[config.mk]
export PLATFORM = sky130hd
export DESIGN_NAME = mem_access_unit_flat
export DESIGN_NICKNAME = d
export VERILOG_FILES = /design/src/rtl/mem_pkg.sv /design/src/rtl/mem_access_unit_if.sv /design/src/rtl/mem_lane_align.sv /design/src/rtl/mem_access_unit.sv /design/src/flat_wrapper.sv
export SDC_FILE = /design/constraint.sdc
export NUM_CORES = 1
export LEC_CHECK = 0
export CORE_ASPECT_RATIO = 2
export CORE_MARGIN = 3
export CORE_UTILIZATION = 45
export DETAILED_ROUTE_END_ITERATION = 8
export GPL_ROUTABILITY_DRIVEN = 0
export GPL_TIMING_DRIVEN = 0
export PLACE_DENSITY = 0.79
export RECOVER_POWER = 25
export SYNTH_ARGS = -nofsm -noshare
export SYNTH_HDL_FRONTEND = slang
export SYNTH_SLANG_ARGS = --single-unit
[constraint.sdc]
create_clock -name clk -period 2.75 [get_ports clk]
set_input_delay 0.55 -clock clk [delete_from_list [all_inputs] [get_ports clk]]
set_output_delay 0.55 -clock clk [all_outputs]
set_load 0.02 [all_outputs]
[src/rtl/mem_pkg.sv]
// rtl/mem_pkg.sv - MEM stage op/state encodings and decode helpers
// MEM_UNALIGNED_LR_EN adds LWL/LWR/SWL/SWR to the memory-op decode.
package mem_pkg;

  localparam logic [3:0] OP_NONE = 4'd0;
  localparam logic [3:0] OP_LB   = 4'd1;
  localparam logic [3:0] OP_LBU  = 4'd2;
  localparam logic [3:0] OP_LH   = 4'd3;
  localparam logic [3:0] OP_LHU  = 4'd4;
  localparam logic [3:0] OP_LW   = 4'd5;
  localparam logic [3:0] OP_SB   = 4'd6;
  localparam logic [3:0] OP_SH   = 4'd7;
  localparam logic [3:0] OP_SW   = 4'd8;
  localparam logic [3:0] OP_LWL  = 4'd9;
  localparam logic [3:0] OP_LWR  = 4'd10;
  localparam logic [3:0] OP_SWL  = 4'd11;
  localparam logic [3:0] OP_SWR  = 4'd12;

  localparam logic [1:0] SIZE_BYTE = 2'd0;
  localparam logic [1:0] SIZE_HALF = 2'd1;
  localparam logic [1:0] SIZE_WORD = 2'd2;

  typedef enum logic [1:0] {
    ST_IDLE = 2'd0,
    ST_REQ  = 2'd1,
    ST_WAIT = 2'd2,
    ST_RESP = 2'd3
  } state_e;

  function automatic logic is_load(input logic [3:0] op);
    logic r;
    r = op inside {OP_LB, OP_LBU, OP_LH, OP_LHU, OP_LW};
`ifdef MEM_UNALIGNED_LR_EN
    r = r | (op inside {OP_LWL, OP_LWR});
`endif
    return r;
  endfunction

  function automatic logic is_store(input logic [3:0] op);
    logic r;
    r = op inside {OP_SB, OP_SH, OP_SW};
`ifdef MEM_UNALIGNED_LR_EN
    r = r | (op inside {OP_SWL, OP_SWR});
`endif
    return r;
  endfunction

  function automatic logic is_mem(input logic [3:0] op);
    return is_load(op) | is_store(op);
  endfunction

  // LWL/LWR/SWL/SWR are never misaligned, so they are absent here
  function automatic logic misaligned(input logic [3:0] op, input logic [1:0] a);
    return ((op inside {OP_LH, OP_LHU, OP_SH}) && a[0]) ||
           ((op inside {OP_LW, OP_SW}) && (a != 2'b00));
  endfunction

  function automatic logic [1:0] op_size(input logic [3:0] op);
    logic [1:0] s;
    case (op)
      OP_LH, OP_LHU, OP_SH:                        s = SIZE_HALF;
      OP_LW, OP_SW, OP_LWL, OP_LWR, OP_SWL, OP_SWR: s = SIZE_WORD;
      default:                                     s = SIZE_BYTE;
    endcase
    return s;
  endfunction

endpackage

[src/rtl/mem_access_unit_if.sv]
// rtl/mem_access_unit_if.sv - SRAM-like request/response data bus
// master drives requests (MEM stage), slave answers (memory system).
interface mem_access_unit_if #(
  parameter int ADDR_W = 32
);
  logic              data_req;
  logic              data_wr;
  logic [1:0]        data_size;
  logic [ADDR_W-1:0] data_addr;
  logic [3:0]        data_wstrb;
  logic [31:0]       data_wdata;
  logic              data_addr_ok;
  logic              data_data_ok;
  logic [31:0]       data_rdata;

  modport master (
    output data_req, data_wr, data_size, data_addr, data_wstrb, data_wdata,
    input  data_addr_ok, data_data_ok, data_rdata
  );

  modport slave (
    input  data_req, data_wr, data_size, data_addr, data_wstrb, data_wdata,
    output data_addr_ok, data_data_ok, data_rdata
  );
endinterface

[src/rtl/mem_lane_align.sv]
// rtl/mem_lane_align.sv - little-endian byte-lane steering for loads and stores
// MEM_UNALIGNED_LR_EN adds the LWL/LWR merge and SWL/SWR strobe/shift paths.
module mem_lane_align
  import mem_pkg::*;
(
  input  logic [3:0]  op_i,
  input  logic [1:0]  a_i,
  input  logic [31:0] rdata_i,
  input  logic [31:0] reg2_i,
  output logic [3:0]  wstrb_o,
  output logic [31:0] wdata_o,
  output logic [31:0] rdata_o
);

  logic [4:0]  sh;
  logic [7:0]  rbyte;
  logic [15:0] rhalf;

  assign sh    = {a_i, 3'b000};
  assign rbyte = 8'(rdata_i >> sh);
  assign rhalf = a_i[1] ? rdata_i[31:16] : rdata_i[15:0];

`ifdef MEM_UNALIGNED_LR_EN
  // 24 - 8k, with k = addr[1:0]
  logic [4:0] nsh;
  assign nsh = {~a_i, 3'b000};
`endif

  always_comb begin
    wstrb_o = 4'b0000;
    wdata_o = 32'h0;
    rdata_o = rdata_i;
    case (op_i)
      OP_LB:  rdata_o = {{24{rbyte[7]}}, rbyte};
      OP_LBU: rdata_o = {24'h0, rbyte};
      OP_LH:  rdata_o = {{16{rhalf[15]}}, rhalf};
      OP_LHU: rdata_o = {16'h0, rhalf};
      OP_SB: begin
        wstrb_o = 4'b0001 << a_i;
        wdata_o = {4{reg2_i[7:0]}};
      end
      OP_SH: begin
        wstrb_o = a_i[1] ? 4'b1100 : 4'b0011;
        wdata_o = {2{reg2_i[15:0]}};
      end
      OP_SW: begin
        wstrb_o = 4'b1111;
        wdata_o = reg2_i;
      end
`ifdef MEM_UNALIGNED_LR_EN
      OP_LWL: rdata_o = (rdata_i << nsh) | (reg2_i & (32'h00FF_FFFF >> sh));
      OP_LWR: rdata_o = (rdata_i >> sh) | (reg2_i & ~(32'hFFFF_FFFF >> sh));
      OP_SWL: begin
        wstrb_o = 4'b1111 >> (~a_i);
        wdata_o = reg2_i >> nsh;
      end
      OP_SWR: begin
        wstrb_o = 4'b1111 << a_i;
        wdata_o = reg2_i << sh;
      end
`endif
      default: ;
    endcase
  end

endmodule

[src/rtl/mem_access_unit.sv]
// rtl/mem_access_unit.sv - MIPS32 MEM stage over an SRAM-like req/resp bus
// MEM_UNALIGNED_LR_EN enables LWL/LWR/SWL/SWR with word-aligned bus addresses.
module mem_access_unit
  import mem_pkg::*;
#(
  parameter int ADDR_W      = 32,
  parameter int TIMEOUT_CYC = 255
) (
  input  logic              clk,
  input  logic              rst,
  input  logic              valid_i,
  input  logic              flush_i,
  input  logic [3:0]        op_i,
  input  logic [ADDR_W-1:0] addr_i,
  input  logic [31:0]       reg2_i,
  input  logic [4:0]        wd_i,
  input  logic              wreg_i,
  input  logic [31:0]       alu_data_i,
  output logic              stall_o,
  mem_access_unit_if.master bus,
  output logic              wb_valid_o,
  output logic [4:0]        wd_o,
  output logic              wreg_o,
  output logic [31:0]       wdata_o,
  output logic              adel_o,
  output logic              ades_o,
  output logic              bus_err_o,
  output logic [ADDR_W-1:0] badvaddr_o
);

  localparam int CNT_W = (TIMEOUT_CYC > 1) ? $clog2(TIMEOUT_CYC + 1) : 1;
  localparam logic [CNT_W-1:0] CNT_LAST = CNT_W'((TIMEOUT_CYC > 0) ? TIMEOUT_CYC - 1 : 0);

  state_e            state_q, state_d;
  logic [3:0]        op_q, op_d;
  logic [ADDR_W-1:0] addr_q, addr_d;
  logic [31:0]       reg2_q, reg2_d;
  logic [4:0]        wd_q, wd_d;
  logic              wreg_q, wreg_d;
  logic              flush_q, flush_d;
  logic [CNT_W-1:0]  cnt_q, cnt_d;

  logic              wb_valid_q, wb_valid_d;
  logic [4:0]        wb_wd_q, wb_wd_d;
  logic              wb_wreg_q, wb_wreg_d;
  logic [31:0]       wb_wdata_q, wb_wdata_d;
  logic              adel_q, adel_d;
  logic              ades_q, ades_d;
  logic              bus_err_q, bus_err_d;
  logic [ADDR_W-1:0] badvaddr_q, badvaddr_d;

  logic [3:0]  lane_wstrb;
  logic [31:0] lane_wdata;
  logic [31:0] lane_rdata;
  logic        accept_mem;
  logic        finish;
  logic        timeout;
  logic        flushed;

  mem_lane_align u_lane (
    .op_i    (op_q),
    .a_i     (addr_q[1:0]),
    .rdata_i (bus.data_rdata),
    .reg2_i  (reg2_q),
    .wstrb_o (lane_wstrb),
    .wdata_o (lane_wdata),
    .rdata_o (lane_rdata)
  );

  assign accept_mem = valid_i && !flush_i && is_mem(op_i) && !misaligned(op_i, addr_i[1:0]);
  assign flushed    = flush_q || flush_i;

  always_comb begin
    state_d    = state_q;
    op_d       = op_q;
    addr_d     = addr_q;
    reg2_d     = reg2_q;
    wd_d       = wd_q;
    wreg_d     = wreg_q;
    flush_d    = flush_q;
    cnt_d      = cnt_q;
    wb_valid_d = 1'b0;
    wb_wd_d    = wb_wd_q;
    wb_wreg_d  = 1'b0;
    wb_wdata_d = wb_wdata_q;
    adel_d     = 1'b0;
    ades_d     = 1'b0;
    bus_err_d  = 1'b0;
    badvaddr_d = badvaddr_q;
    finish     = 1'b0;
    timeout    = 1'b0;

    case (state_q)
      ST_IDLE: begin
        if (valid_i && !flush_i) begin
          if (!is_mem(op_i)) begin
            wb_valid_d = 1'b1;
            wb_wd_d    = wd_i;
            wb_wreg_d  = wreg_i;
            wb_wdata_d = alu_data_i;
          end else if (misaligned(op_i, addr_i[1:0])) begin
            adel_d     = is_load(op_i);
            ades_d     = is_store(op_i);
            badvaddr_d = addr_i;
            wb_wd_d    = wd_i;
          end else begin
            op_d    = op_i;
            addr_d  = addr_i;
            reg2_d  = reg2_i;
            wd_d    = wd_i;
            wreg_d  = wreg_i && is_load(op_i);
            flush_d = 1'b0;
            cnt_d   = '0;
            state_d = ST_REQ;
          end
        end
      end
      ST_REQ: begin
        flush_d = flushed;
        if (bus.data_addr_ok) begin
          if (bus.data_data_ok) finish = 1'b1;
          else                  state_d = ST_WAIT;
        end
      end
      ST_WAIT: begin
        flush_d = flushed;
        cnt_d   = cnt_q + 1'b1;
        if (bus.data_data_ok) finish = 1'b1;
        else if ((TIMEOUT_CYC != 0) && (cnt_q == CNT_LAST)) timeout = 1'b1;
      end
      ST_RESP: state_d = ST_IDLE;
      default: state_d = ST_IDLE;
    endcase

    // A flushed transaction still completes on the bus but never retires
    if (finish || timeout) begin
      state_d    = ST_RESP;
      wb_valid_d = !flushed;
      wb_wreg_d  = wreg_q && !flushed && !timeout;
      wb_wd_d    = wd_q;
      wb_wdata_d = lane_rdata;
      bus_err_d  = timeout;
    end
  end

  always_ff @(posedge clk) begin
    if (rst) begin
      state_q    <= ST_IDLE;
      op_q       <= OP_NONE;
      addr_q     <= '0;
      reg2_q     <= '0;
      wd_q       <= '0;
      wreg_q     <= 1'b0;
      flush_q    <= 1'b0;
      cnt_q      <= '0;
      wb_valid_q <= 1'b0;
      wb_wd_q    <= '0;
      wb_wreg_q  <= 1'b0;
      wb_wdata_q <= '0;
      adel_q     <= 1'b0;
      ades_q     <= 1'b0;
      bus_err_q  <= 1'b0;
      badvaddr_q <= '0;
    end else begin
      state_q    <= state_d;
      op_q       <= op_d;
      addr_q     <= addr_d;
      reg2_q     <= reg2_d;
      wd_q       <= wd_d;
      wreg_q     <= wreg_d;
      flush_q    <= flush_d;
      cnt_q      <= cnt_d;
      wb_valid_q <= wb_valid_d;
      wb_wd_q    <= wb_wd_d;
      wb_wreg_q  <= wb_wreg_d;
      wb_wdata_q <= wb_wdata_d;
      adel_q     <= adel_d;
      ades_q     <= ades_d;
      bus_err_q  <= bus_err_d;
      badvaddr_q <= badvaddr_d;
    end
  end

  assign stall_o = (state_q == ST_REQ) || (state_q == ST_WAIT) ||
                   ((state_q == ST_IDLE) && accept_mem);

  assign bus.data_req   = (state_q == ST_REQ);
  assign bus.data_wr    = (state_q == ST_REQ) && is_store(op_q);
  assign bus.data_size  = op_size(op_q);
  assign bus.data_wstrb = lane_wstrb;
  assign bus.data_wdata = lane_wdata;
`ifdef MEM_UNALIGNED_LR_EN
  assign bus.data_addr  = (op_q inside {OP_LWL, OP_LWR, OP_SWL, OP_SWR}) ?
                          (addr_q & ~ADDR_W'(3)) : addr_q;
`else
  assign bus.data_addr  = addr_q;
`endif

  assign wb_valid_o = wb_valid_q;
  assign wd_o       = wb_wd_q;
  assign wreg_o     = wb_wreg_q;
  assign wdata_o    = wb_wdata_q;
  assign adel_o     = adel_q;
  assign ades_o     = ades_q;
  assign bus_err_o  = bus_err_q;
  assign badvaddr_o = badvaddr_q;

endmodule

[src/flat_wrapper.sv]
// flat-port wrapper written by rule: the top's interface ports become plain ports
module mem_access_unit_flat import mem_pkg::*;
#(
  parameter int ADDR_W      = 32,
  parameter int TIMEOUT_CYC = 255
)
  (clk, rst, valid_i, flush_i, op_i, addr_i, reg2_i, wd_i, wreg_i, alu_data_i, stall_o, wb_valid_o, wd_o, wreg_o, wdata_o, adel_o, ades_o, bus_err_o, badvaddr_o, bus_data_req, bus_data_wr, bus_data_size, bus_data_addr, bus_data_wstrb, bus_data_wdata, bus_data_addr_ok, bus_data_data_ok, bus_data_rdata);
  mem_access_unit_if #(.ADDR_W(ADDR_W)) bus_i ();
  input  logic clk;
  input  logic rst;
  input  logic valid_i;
  input  logic flush_i;
  input  logic [3:0] op_i;
  input  logic [ADDR_W-1:0] addr_i;
  input  logic [31:0] reg2_i;
  input  logic [4:0] wd_i;
  input  logic wreg_i;
  input  logic [31:0] alu_data_i;
  output logic stall_o;
  output logic wb_valid_o;
  output logic [4:0] wd_o;
  output logic wreg_o;
  output logic [31:0] wdata_o;
  output logic adel_o;
  output logic ades_o;
  output logic bus_err_o;
  output logic [ADDR_W-1:0] badvaddr_o;
  output wire logic [$bits(bus_i.data_req)-1:0] bus_data_req;
  output wire logic [$bits(bus_i.data_wr)-1:0] bus_data_wr;
  output wire logic [$bits(bus_i.data_size)-1:0] bus_data_size;
  output wire logic [$bits(bus_i.data_addr)-1:0] bus_data_addr;
  output wire logic [$bits(bus_i.data_wstrb)-1:0] bus_data_wstrb;
  output wire logic [$bits(bus_i.data_wdata)-1:0] bus_data_wdata;
  input wire logic [$bits(bus_i.data_addr_ok)-1:0] bus_data_addr_ok;
  input wire logic [$bits(bus_i.data_data_ok)-1:0] bus_data_data_ok;
  input wire logic [$bits(bus_i.data_rdata)-1:0] bus_data_rdata;
  assign bus_data_req = bus_i.data_req;
  assign bus_data_wr = bus_i.data_wr;
  assign bus_data_size = bus_i.data_size;
  assign bus_data_addr = bus_i.data_addr;
  assign bus_data_wstrb = bus_i.data_wstrb;
  assign bus_data_wdata = bus_i.data_wdata;
  assign bus_i.data_addr_ok = bus_data_addr_ok;
  assign bus_i.data_data_ok = bus_data_data_ok;
  assign bus_i.data_rdata = bus_data_rdata;
  mem_access_unit #(.ADDR_W(ADDR_W), .TIMEOUT_CYC(TIMEOUT_CYC)) u_core (.clk(clk), .rst(rst), .valid_i(valid_i), .flush_i(flush_i), .op_i(op_i), .addr_i(addr_i), .reg2_i(reg2_i), .wd_i(wd_i), .wreg_i(wreg_i), .alu_data_i(alu_data_i), .stall_o(stall_o), .bus(bus_i), .wb_valid_o(wb_valid_o), .wd_o(wd_o), .wreg_o(wreg_o), .wdata_o(wdata_o), .adel_o(adel_o), .ades_o(ades_o), .bus_err_o(bus_err_o), .badvaddr_o(badvaddr_o));
endmodule
==> impl_metrics.ini <==
[run_status]
outcome = completed

[place]
place_hpwl_mm = 22.1
placed_cell_area_um2 = 10800
portBuffers = 286

[timing]
finalSetupTns_ns = 0
fmax_mhz = 368
final_setup_violation_count = 0
worst_pin_slew_ns = 1.00
maxSlewViolCount = 0
hold_viol = 0
timing.final.crit_period_ns = 2.72
clock-skew-final_ns = 0.00773
slew-limit-headroom = 0.326
final_min_period_over_clock_period = 0.988

[cts]
cts-root-buf = clkbuf_16
cts-hold-fix-buffers = 0
cts.path.max_buffers = 2
cts-htree-levels = 4
cts-buffers-inserted = 17
clk-insertion-delay-late_ns = 0.43
clkSinkCount = 161
cts_tree = done
cts.reportedPaths.clkPinSlew_ns = 0.06

[die]
std_cell_rows = 66
floorplan.die_area_um2 = 18700
die_w_um = 98.2
floorplan.initialDensity = 0.465
core_um2 = 16400
fp.dieH_um = 190
number_of_top_level_design_ports = 291

[synthesis]
dominantRegCellSynth = dfxtp_1
synth.yosys.seq_area_share = 0.422
syn_nets = 1066
synthTopCellsByArea = dfxtp_1 (42%), mux2i_1 (9.3%), nand2_1 (8.7%), a21oi_1 (6.7%), a211oi_1 (5.1%)
synth-seq-cells = 161
synth_edf_count = 0
synth_top_area_frac = 0.422
yosys_warnings = 0
synth_common_cells = nand2_1 (177), dfxtp_1 (161), a21oi_1 (103)
postSynth.asyncResetShare = 0
netlist.top_cell.by_area = dfxtp_1
synthCells = 913
synth.lib_cells_used.distinct = 56
yosysMostFrequentCell = nand2_1
cell_area_after_synthesis_um2 = 7640
syn-mean-instance-area_um2 = 8.37

[grt]
via_count_of_the_first_global_routing_pass = 8295
grt_antenna_before_repair = 1
remaining_global_route_overflow = 0
maximum_number_of_pins_on_one_net_before_global_route_repair = 20
grt_pass1_wl_mm = 44.5
globalRouteTotalUtil = 0.305

[drt]
drtIter0Drc = 349
wirelength_mm = 28.9
routed_wire_length_per_instance_um = 20.1
router_iterations_before_antenna_repair = 6
detailroute.via_count = 8026
drc = 0
detail-route-antenna-nets = 0
vias_per_cell = 5.58

[job]
max-cap-violations = 0

[critical_path]
cp_data_required_time_ns = 2.20
endpoint_kind = output pin
critical_path.max_fanout = 10
setup.worst_path.start_class = register
crit_type = reg -> out
critical_path_arrival_ns = 2.17

[layout]
finalInstanceArea_um2 = 11500
fraction_of_layout_instances_using_a_drive_strength_above_1 = 0.115
finish.net_count = 1374
syn2layout_area_growth_pct = 50.1

[power]
power_leakage_nw = 4.37
vdd.ir_drop.worst_mv = 0.547
total_power_mw = 5.77
power_density_nw_per_um2 = 503

[min_path]
hold_path.class = in -> reg
[final timing paths]
path | slack (ns) | startpoint | depth (start not counted) | end
setup reg to reg | 0.25 | u_core.state_q[0]$_SDFFE_PP0P_ | 8 | u_core.wdata_o[3]$_SDFFE_PP0P_
hold / removal | 0.45 | op_i[0] | 3 | u_core.op_q[0]$_SDFFE_PP0P_
hold reg to reg | 0.46 | u_core.bus.data_addr[16]$_SDFFE_PP0P_ | 2 | u_core.bus.data_addr[16]$_SDFFE_PP0P_
setup / recovery | 0.03 | u_core.op_q[0]$_SDFFE_PP0P_ | 7 | bus_data_wdata[0]
[cells in the final DEF, fill, tap and decap left out, types with 4 or more instances in the layout]
| cell | count |
|---|---|
| buf_2 | 37 |
| o211ai_1 | 5 |
| o21ai_1 | 4 |
| o2bb2ai_1 | 4 |
| nor2b_1 | 20 |
| nand2_4 | 4 |
| dlygate4sd2_1 | 10 |
| o2111ai_1 | 4 |
| dfxtp_1 | 161 |
| clkbuf_16 | 17 |
| mux2i_1 | 71 |
| buf_6 | 5 |
| clkbuf_1 | 29 |
| clkdlybuf4s15_2 | 5 |
| clkinvlp_4 | 5 |
| a22o_1 | 17 |
| nand2b_1 | 6 |
| nor3_1 | 7 |
| o22ai_1 | 7 |
| clkdlybuf4s50_1 | 244 |
| nand2_1 | 174 |
| ha_1 | 8 |
| xnor2_1 | 6 |
| inv_1 | 12 |
| or2_2 | 4 |
| mux2_2 | 4 |
| a21oi_1 | 103 |
| and2_1 | 9 |
| nor2_1 | 70 |
| nand3_1 | 9 |
| buf_4 | 16 |
| a211oi_1 | 52 |
| a311oi_1 | 5 |
| o21ai_0 | 20 |
| clkbuf_4 | 5 |
[critical path: stages (launching register included)]
cell and delay [ns]:
dfxtp_1 0.34, clkbuf_4 0.20, or2_4 0.30, nor2_4 0.16
nand2_4 0.14, nand2_4 0.14, and2_1 0.17, clkdlybuf4s15_2 0.27
[registers in the layout, summed over array words and instances (netlist names)]
name	flops
u_core.adel_o	1
u_core.bus_err_o	1
u_core.op_q	4
u_core.state_q	2
u_core.wreg_o	1
u_core.wb_valid_o	1
u_core.badvaddr_o	32
u_core.wdata_o	32
u_core.wreg_q	1
u_core.bus.data_size	2
u_core.cnt_q	8
u_core.flush_q	1
u_core.ades_o	1
u_core.bus.data_addr	32
u_core.reg2_q	32
u_core.wd_q	5
u_core.wd_o	5
[report_power, final]
group	switching, mW	internal (mW)
combinational	0.477	0.452
sequential	0.0453	2.41
clock	1.00	1.39
[metrics by stage]
step	std cells	hold slack (ns)	util	setup WS, ns
after global routing	1438	0.470	0.698	-0.00882
after detailed placement	1403	0.447	0.655	-0.682
final	1439	0.451	0.698	0.0332
after CTS	1436	0.430	0.693	-0.00352
after global placement	1403	0.441	0.655	-0.679
after floorplan	913	0.437	-	0.279
[layer usage]
metal / track usage / vias to the layer above / wire [µm]
met5: 0 / - / 0
met4: 0.194 / 0 / 1840
met3: 0.0743 / 95 / 1920
met2: 0.575 / 329 / 15600
met1: 0.288 / 3789 / 9490
li1: - / 3813 / -
[timing repair]
item / in CTS / in global routing
pin swaps: 7 / 5
buffers inserted: 6 / 2
endpoints found under the setup margin: 40 / 27
endpoints found under the hold margin: 0 / 0
cloned: 1 / 0
resized for setup: 165 / 22
[area by class of cell]
| cell class | instances | area, µm² |
|---|---|---|
| clock buffer | 20 | 457 |
| inverter | 14 | 56.3 |
| antenna | 2 | 5.00 |
| buffer | 68 | 387 |
| sequential | 161 | 3220 |
| fill | 1381 | 4960 |
| timing repair buffer | 294 | 2840 |
| multi-input combinational | 665 | 4120 |
| clock inverter | 11 | 130 |
| tap | 204 | 255 |
[cells by family after synthesis]
| logic type | share of synthesized area |
|---|---|
| simple gates | 0.188 |
| compound gates | 0.203 |
| flops | 0.422 |
| buf+inv | 0.0565 |
| mux | 0.108 |
| fa+ha+maj | 0.0147 |
| xor+xnor | 0.00802 |
Note: power is estimated with default switching activity, not from simulation.
